## src/rtl/uart_rx_deframer.sv

```systemverilog
// uart_rx_deframer: 8N1 serial receiver with one-byte valid/ready holding buffer
// Ports:
//    clk       - system clock, all logic on rising edge
//    rst_n     - synchronous active-low reset
//    rx        - raw serial input, idle high, asynchronous to clk
//    rx_data   - received byte, valid while rx_valid is high
//    rx_valid  - holding register full
//    rx_ready  - consumer accepts rx_data when rx_valid && rx_ready
//    frame_err - one-cycle pulse, stop bit sampled low, byte discarded
//    overrun   - one-cycle pulse, byte completed while buffer full, byte dropped
//    busy      - high whenever the receiver is not idle
module uart_rx_deframer #(
   parameter int CLK_DIV = 434,
   parameter int CNT_W   = 16
) (
   input  logic       clk,
   input  logic       rst_n,
   input  logic       rx,
   output logic [7:0] rx_data,
   output logic       rx_valid,
   input  logic       rx_ready,
   output logic       frame_err,
   output logic       overrun,
   output logic       busy
);
   localparam logic [1:0] S_IDLE  = 2'd0;
   localparam logic [1:0] S_START = 2'd1;
   localparam logic [1:0] S_DATA  = 2'd2;
   localparam logic [1:0] S_STOP  = 2'd3;
   localparam logic [CNT_W-1:0] C_LAST = CNT_W'(CLK_DIV - 1);
   localparam logic [CNT_W-1:0] C_HALF = CNT_W'(CLK_DIV / 2 - 1);

   logic             r_sync1, r_sync2;
   logic [1:0]       r_state;
   logic [CNT_W-1:0] r_cnt;
   logic [2:0]       r_bit_idx;
   logic [7:0]       r_shreg;
   logic [7:0]       r_data;
   logic             r_valid, r_ferr, r_ovr, r_busy;

   logic [1:0]       w_state_nxt;
   logic [CNT_W-1:0] w_cnt_nxt;
   logic             w_cnt_last, w_cnt_half, w_done, w_commit, w_load, w_consume;

   assign w_cnt_last = (r_cnt == C_LAST);
   assign w_cnt_half = (r_cnt == C_HALF);
   // completion event: mid stop bit; r_sync2 is the synchronised line level
   assign w_done     = (r_state == S_STOP) && w_cnt_last;
   assign w_commit   = w_done && r_sync2;
   assign w_consume  = r_valid && rx_ready;
   // a byte may land in the buffer if it is empty or being drained this cycle
   assign w_load     = w_commit && (!r_valid || rx_ready);

   always_comb begin
      w_state_nxt = r_state;
      w_cnt_nxt   = r_cnt + 1'b1;
      case (r_state)
         S_IDLE: begin
            w_cnt_nxt = '0;
            if (!r_sync2) w_state_nxt = S_START;
         end
         S_START: if (w_cnt_half) begin
            w_cnt_nxt   = '0;
            w_state_nxt = r_sync2 ? S_IDLE : S_DATA;
         end
         S_DATA: if (w_cnt_last) begin
            w_cnt_nxt   = '0;
            if (r_bit_idx == 3'd7) w_state_nxt = S_STOP;
         end
         default: if (w_cnt_last) begin
            w_cnt_nxt   = '0;
            w_state_nxt = S_IDLE;
         end
      endcase
   end

   always_ff @(posedge clk) begin
      if (!rst_n) begin
         r_sync1   <= 1'b1;
         r_sync2   <= 1'b1;
         r_state   <= S_IDLE;
         r_cnt     <= '0;
         r_bit_idx <= '0;
         r_shreg   <= '0;
         r_data    <= '0;
         r_valid   <= 1'b0;
         r_ferr    <= 1'b0;
         r_ovr     <= 1'b0;
         r_busy    <= 1'b0;
      end else begin
         r_sync1 <= rx;
         r_sync2 <= r_sync1;
         r_state <= w_state_nxt;
         r_busy  <= (w_state_nxt != S_IDLE);
         r_cnt   <= w_cnt_nxt;
         if (r_state == S_START) r_bit_idx <= '0;
         // LSB arrives first, so shift in at the MSB
         if (r_state == S_DATA && w_cnt_last) begin
            r_shreg   <= {r_sync2, r_shreg[7:1]};
            r_bit_idx <= r_bit_idx + 3'd1;
         end
         r_ferr <= w_done && !r_sync2;
         r_ovr  <= w_commit && !w_load;
         if (w_load) begin
            r_data  <= r_shreg;
            r_valid <= 1'b1;
         end else if (w_consume) r_valid <= 1'b0;
      end
   end

   assign rx_data   = r_data;
   assign rx_valid  = r_valid;
   assign frame_err = r_ferr;
   assign overrun   = r_ovr;
   assign busy      = r_busy;
endmodule
```

## config.mk

```make
export PLATFORM = sky130hd
export DESIGN_NAME = uart_rx_deframer
export DESIGN_NICKNAME = d
export VERILOG_FILES = /design/src/rtl/uart_rx_deframer.sv
export SDC_FILE = /design/constraint.sdc
export NUM_CORES = 1
export LEC_CHECK = 0
export CAP_MARGIN = 40
export CORE_AREA = 2 2 69 71
export CTS_CLUSTER_DIAMETER = 40
export DETAILED_ROUTE_END_ITERATION = 6
export DIE_AREA = 0 0 71 73
export PLACE_DENSITY = 0.67
export SLEW_MARGIN = 20
export SYNTH_ARGS = -nofsm -noshare
export SYNTH_HDL_FRONTEND = slang
export SYNTH_SLANG_ARGS = --single-unit
```

## constraint.sdc

```tcl
create_clock -name clk -period 1.77 [get_ports clk]
set_input_delay 0.354 -clock clk [delete_from_list [all_inputs] [get_ports clk]]
set_output_delay 0.354 -clock clk [all_outputs]
set_load 0.01 [all_outputs]
```

Word level (Yosys, flattened, before mapping)
Cells that the tools add are included.
Storage, ports and cells
  register bits after elaboration: 43
  logic and storage cells: 48
Operators by class
  mux-type cells: 14
  reduce and logical (&&, ||, !) cells: 15
  $add $sub $neg: 2
  equal/unequal tests: 6
Operator list (count)
  $mux W16: 2
  $pmux W16 S2: 1
  $add A16 B1 Y16 const B: 1
  $eq A16 B8 Y1 const B: 1
  $eq A16 B9 Y1 const B: 1
  $mux W2: 6
  $logic_and A1 B1 Y1: 7
  $mux W3: 2
  $pmux W2 S3: 1
  $reduce_bool A2 Y1: 3
  $eq A2 B2 Y1 const B: 2
  $add A3 B1 Y3 const B: 1
  $eq A3 B3 Y1 const B: 1
  $logic_not A1 Y1: 3
  $eq A2 B1 Y1 const B: 1
  $logic_not A2 Y1: 1
  $mux W1: 2
  $logic_or A1 B1 Y1: 1

Depth between registers and ports, before layout
  depth in word-level cells: 6
  depth in mapped cells: 7
  depth with buffers taken out: 6

Worst setup path after synthesis
No wires, ideal clock.
  path kind: register to register
  start: register r_cnt[2]
  end: register r_bit_idx[1]
  stages on the path, launching flop included: 7
  period minus slack after synthesis: 1538 ps
  path slack: 232 ps
  arrival time: 1421 ps
  setup time: 117 ps
  path through: dfxtp_1 nor4b_4 buf_4 and2_1 buf_6 a21oi_2 a32o_1
On the way
  cells in the longest elaborated chain, start to end: 3
  elaborated cells on any way between the ends: 4
  classes of those cells: 1 x eq/ne; 1 x mux; 2 x reduce/logical
Ends and longest elaborated chain
  from (decl): RTL line 35  | logic [CNT_W-1:0] r_cnt;
  from (signal assigned): RTL line 95  | r_cnt <= w_cnt_nxt;
  $eq A16 B9 Y1 *: RTL line 45  | assign w_cnt_last = (r_cnt == C_LAST);
  $logic_and A1 B1 Y1 *: RTL line 98  | if (r_state == S_DATA && w_cnt_last) begin
  $mux W3 / $reduce_bool A2 Y1 (equally long branches)
  to (signal assigned): RTL line 100  | r_bit_idx <= r_bit_idx + 3'd1;
  to (decl): RTL line 36  | logic [2:0] r_bit_idx;
Every way passes the cells marked *; elsewhere a longest branch is shown, timed or not.
A chain may end at the register's enable or synchronous reset.

Final worst setup path
  start: register r_cnt[11]
  end: register r_data[0], in the netlist rx_data[0]
On the way
  cells in the longest elaborated chain, start to end: 4
Ends and longest elaborated chain
  $eq A16 B9 Y1: RTL line 45
  $logic_and A1 B1 Y1: RTL line 48  | assign w_done = (r_state == S_STOP) && w_cnt_last;
  $logic_and A1 B1 Y1: RTL line 49  | assign w_commit = w_done && r_sync2;
  $logic_and A1 B1 Y1: RTL line 52  | assign w_load = w_commit && (!r_valid || rx_ready);
  to (signal assigned): RTL line 105  | r_data <= r_shreg;
  to (decl): RTL line 38  | logic [7:0] r_data;
Every way passes these cells.

==> run metrics <==
post-synth top area share 0.4216; cell count after synthesis 229; outcome complete, no violations; Fin. Hold Viols 0; Top-Level Pins 16; die height 73 µm; critical path class flip-flop to flip-flop; drt first pass iters 4; asr flop ratio synth 0; Worst setup EP type flip-flop; core area 0.004536 mm²; slew margin rel. 0.7608; largest net degree at the start of global routing 18; pwr dens 723.4 mW/mm²; hold crit path type flip-flop to flip-flop; final setup fails 0; Die Wd 71 µm; Setup crit start kind flip-flop; initial core utilization 0.4502; crit path max fanout 15; H-tree depth 2; area post-placement 0.002360 mm²; setup_tns 0 ps; f_max 599.4 MHz; post-synthesis sequential area ratio 0.4216; FP Rows 25; Hold WS 416.9 ps; CTS buffer count 5; top post-synthesis cells by area dfxtp_1 42%, nand4_1 7.0%, a21oi_1 4.9%, o21ai_0 4.9%, xnor2_1 3.9%; share of post-route cells with drive strength above 1 0.1731; residual DRC count 0; Vias/cell 5.497; post-route ant nets 0; DIE AREA 0.005183 mm²; wire length per cell 13.54 µm; Cell Area, Synth 0.002042 mm²; Post CTS Setup Buffer Count 0; most frequent cell after synthesis dfxtp_1; CTS resizes 0; Total Routing Usage GR 0.1782; Layout Utilization 0.5490; clk_skew 5.128 ps; Vias 1726; initial antenna violation count 0; Final min period 1668 ps; # Max-Cap Violations 0; most frequent cells after synthesis 43 x dfxtp_1, 23 x nand4_1, 20 x a21oi_1, 20 x nor2_1, 20 x o21ai_0; Post-Route WL 4250 µm; Final period util 0.9426; Main synth FF type dfxtp_1; Design Area, Final 0.002490 mm²; CTS tree yes; #FFs+latches synth 43; Least-Margin Pin Slew 357.3 ps; first-pass GRT wire length 7403 µm; Max VDD drop 0.3695 mV; Worst Path Required 2000 ps; leakage power 0.7977 nW; critical path arrival 1900 ps; I/O Buffers 15; total power 1.801 mW; Slew Viols, Final 0; Layout Nets 268; Synthesized Nets 238; CTS root buf clkbuf_8; RSZ-0062 raised after global routing false; area delta synth->final 21.94%; Post-synth EDFFs 0; Yosys cell types 41; CTS Buffer Depth 2; placer congestion estimate 0.8585; initial drt markers 131; synthesized area per cell 8.917 µm²; Reg clk slew, reported paths 80 ps; Ys Warns 0; GRT overflow 0; vias in the first global route 1630; cts hold-fix bufs 0; post-synth top area cell dfxtp_1; hpwl dp 2997 µm; clk_lat worst skew 300 ps; TritonCTS Sinks 43; n_diodes 0
[cells by family after synthesis]
family	count (synthesis)	share of synthesized area
XOR/XNOR	13	0.05576
adder cells (fa/ha/maj)	5	0.03064
buffers and inverters	24	0.06005
flip-flops	43	0.4216
AND/OR/NAND/NOR	93	0.2782
AO/OA/AOI/OAI	51	0.1538
[per-layer routing]
metal  wire (µm)  GRT usage  vias up
met4          60    0.05660        0
met1        2003     0.2238      789
li1            -          -      898
met2        2050     0.3043       32
met3         136    0.04144        7
met5           0          0        -
[area by class of cell]
| cell class | instances | area [µm²] |
|---|---|---|
| Clock buffer | 5 | 68.82 |
| Tap cell | 54 | 67.56 |
| Fill cell | 440 | 2046 |
| Inverter | 8 | 30.03 |
| Multi-Input combinational cell | 162 | 1075 |
| Timing Repair Buffer | 39 | 342.8 |
| Sequential cell | 43 | 862.1 |
| Clock inverter | 3 | 43.79 |
[layout by cell type, fill, tap and decap left out, types with 3 or more instances in the layout]
cell and count:
nand2_1 5, o21ai_0 20, buf_4 23, nand3_1 11
dfxtp_1 42, nor3_1 4, nor2_1 20, xor2_1 4
nand4_1 23, nand2b_1 3, ha_1 5, xnor2_1 9
and2_1 4, nor4_1 8, clkbuf_8 5, a21oi_1 20
clkdlybuf4s50_1 15, inv_1 8
[power by group]
group / switching (mW) / total, mW / internal [mW] / leakage (nW)
combinational: 0.0349 / 0.0616 / 0.0267 / 0.392
clock: 0.344 / 0.764 / 0.420 / 0.0581
sequential: 0.00373 / 0.975 / 0.972 / 0.348
total: 0.383 / 1.80 / 1.42 / 0.798
[registers in the layout, indices dropped and copies added (netlist names)]
| register | cells |
|---|---|
| r_cnt | 16 |
| r_shreg | 8 |
| rx_data | 8 |
| r_bit_idx | 3 |
| r_state | 2 |
| busy | 1 |
| frame_err | 1 |
| overrun | 1 |
| r_sync1 | 1 |
| r_sync2 | 1 |
| rx_valid | 1 |
[through the flow]
step	worst slack (ps)	cells
floorplan	231.8	229
global placement	118.1	306
detailed placement	63.65	306
CTS	35.26	314
global route	9.271	314
finish	101.6	314
[worst max-delay path, cell delays in order (launching register included)]
cell and delay (ps):
dfxtp_2 370, nor4b_4 390, and4_4 340, buf_4 210
nand4_1 120, a21oi_1 180
[final timing paths]
path	slack, ps	cells past startpoint	endpoint	start
setup / recovery	100	5	rx_data[0]	r_cnt[11]
hold / removal	420	1	r_sync2	r_sync1
setup reg to reg	100	5	rx_data[0]	r_cnt[11]
hold reg to reg	420	1	r_sync2	r_sync1
No activity file was read; power rests on OpenSTA's default activity.
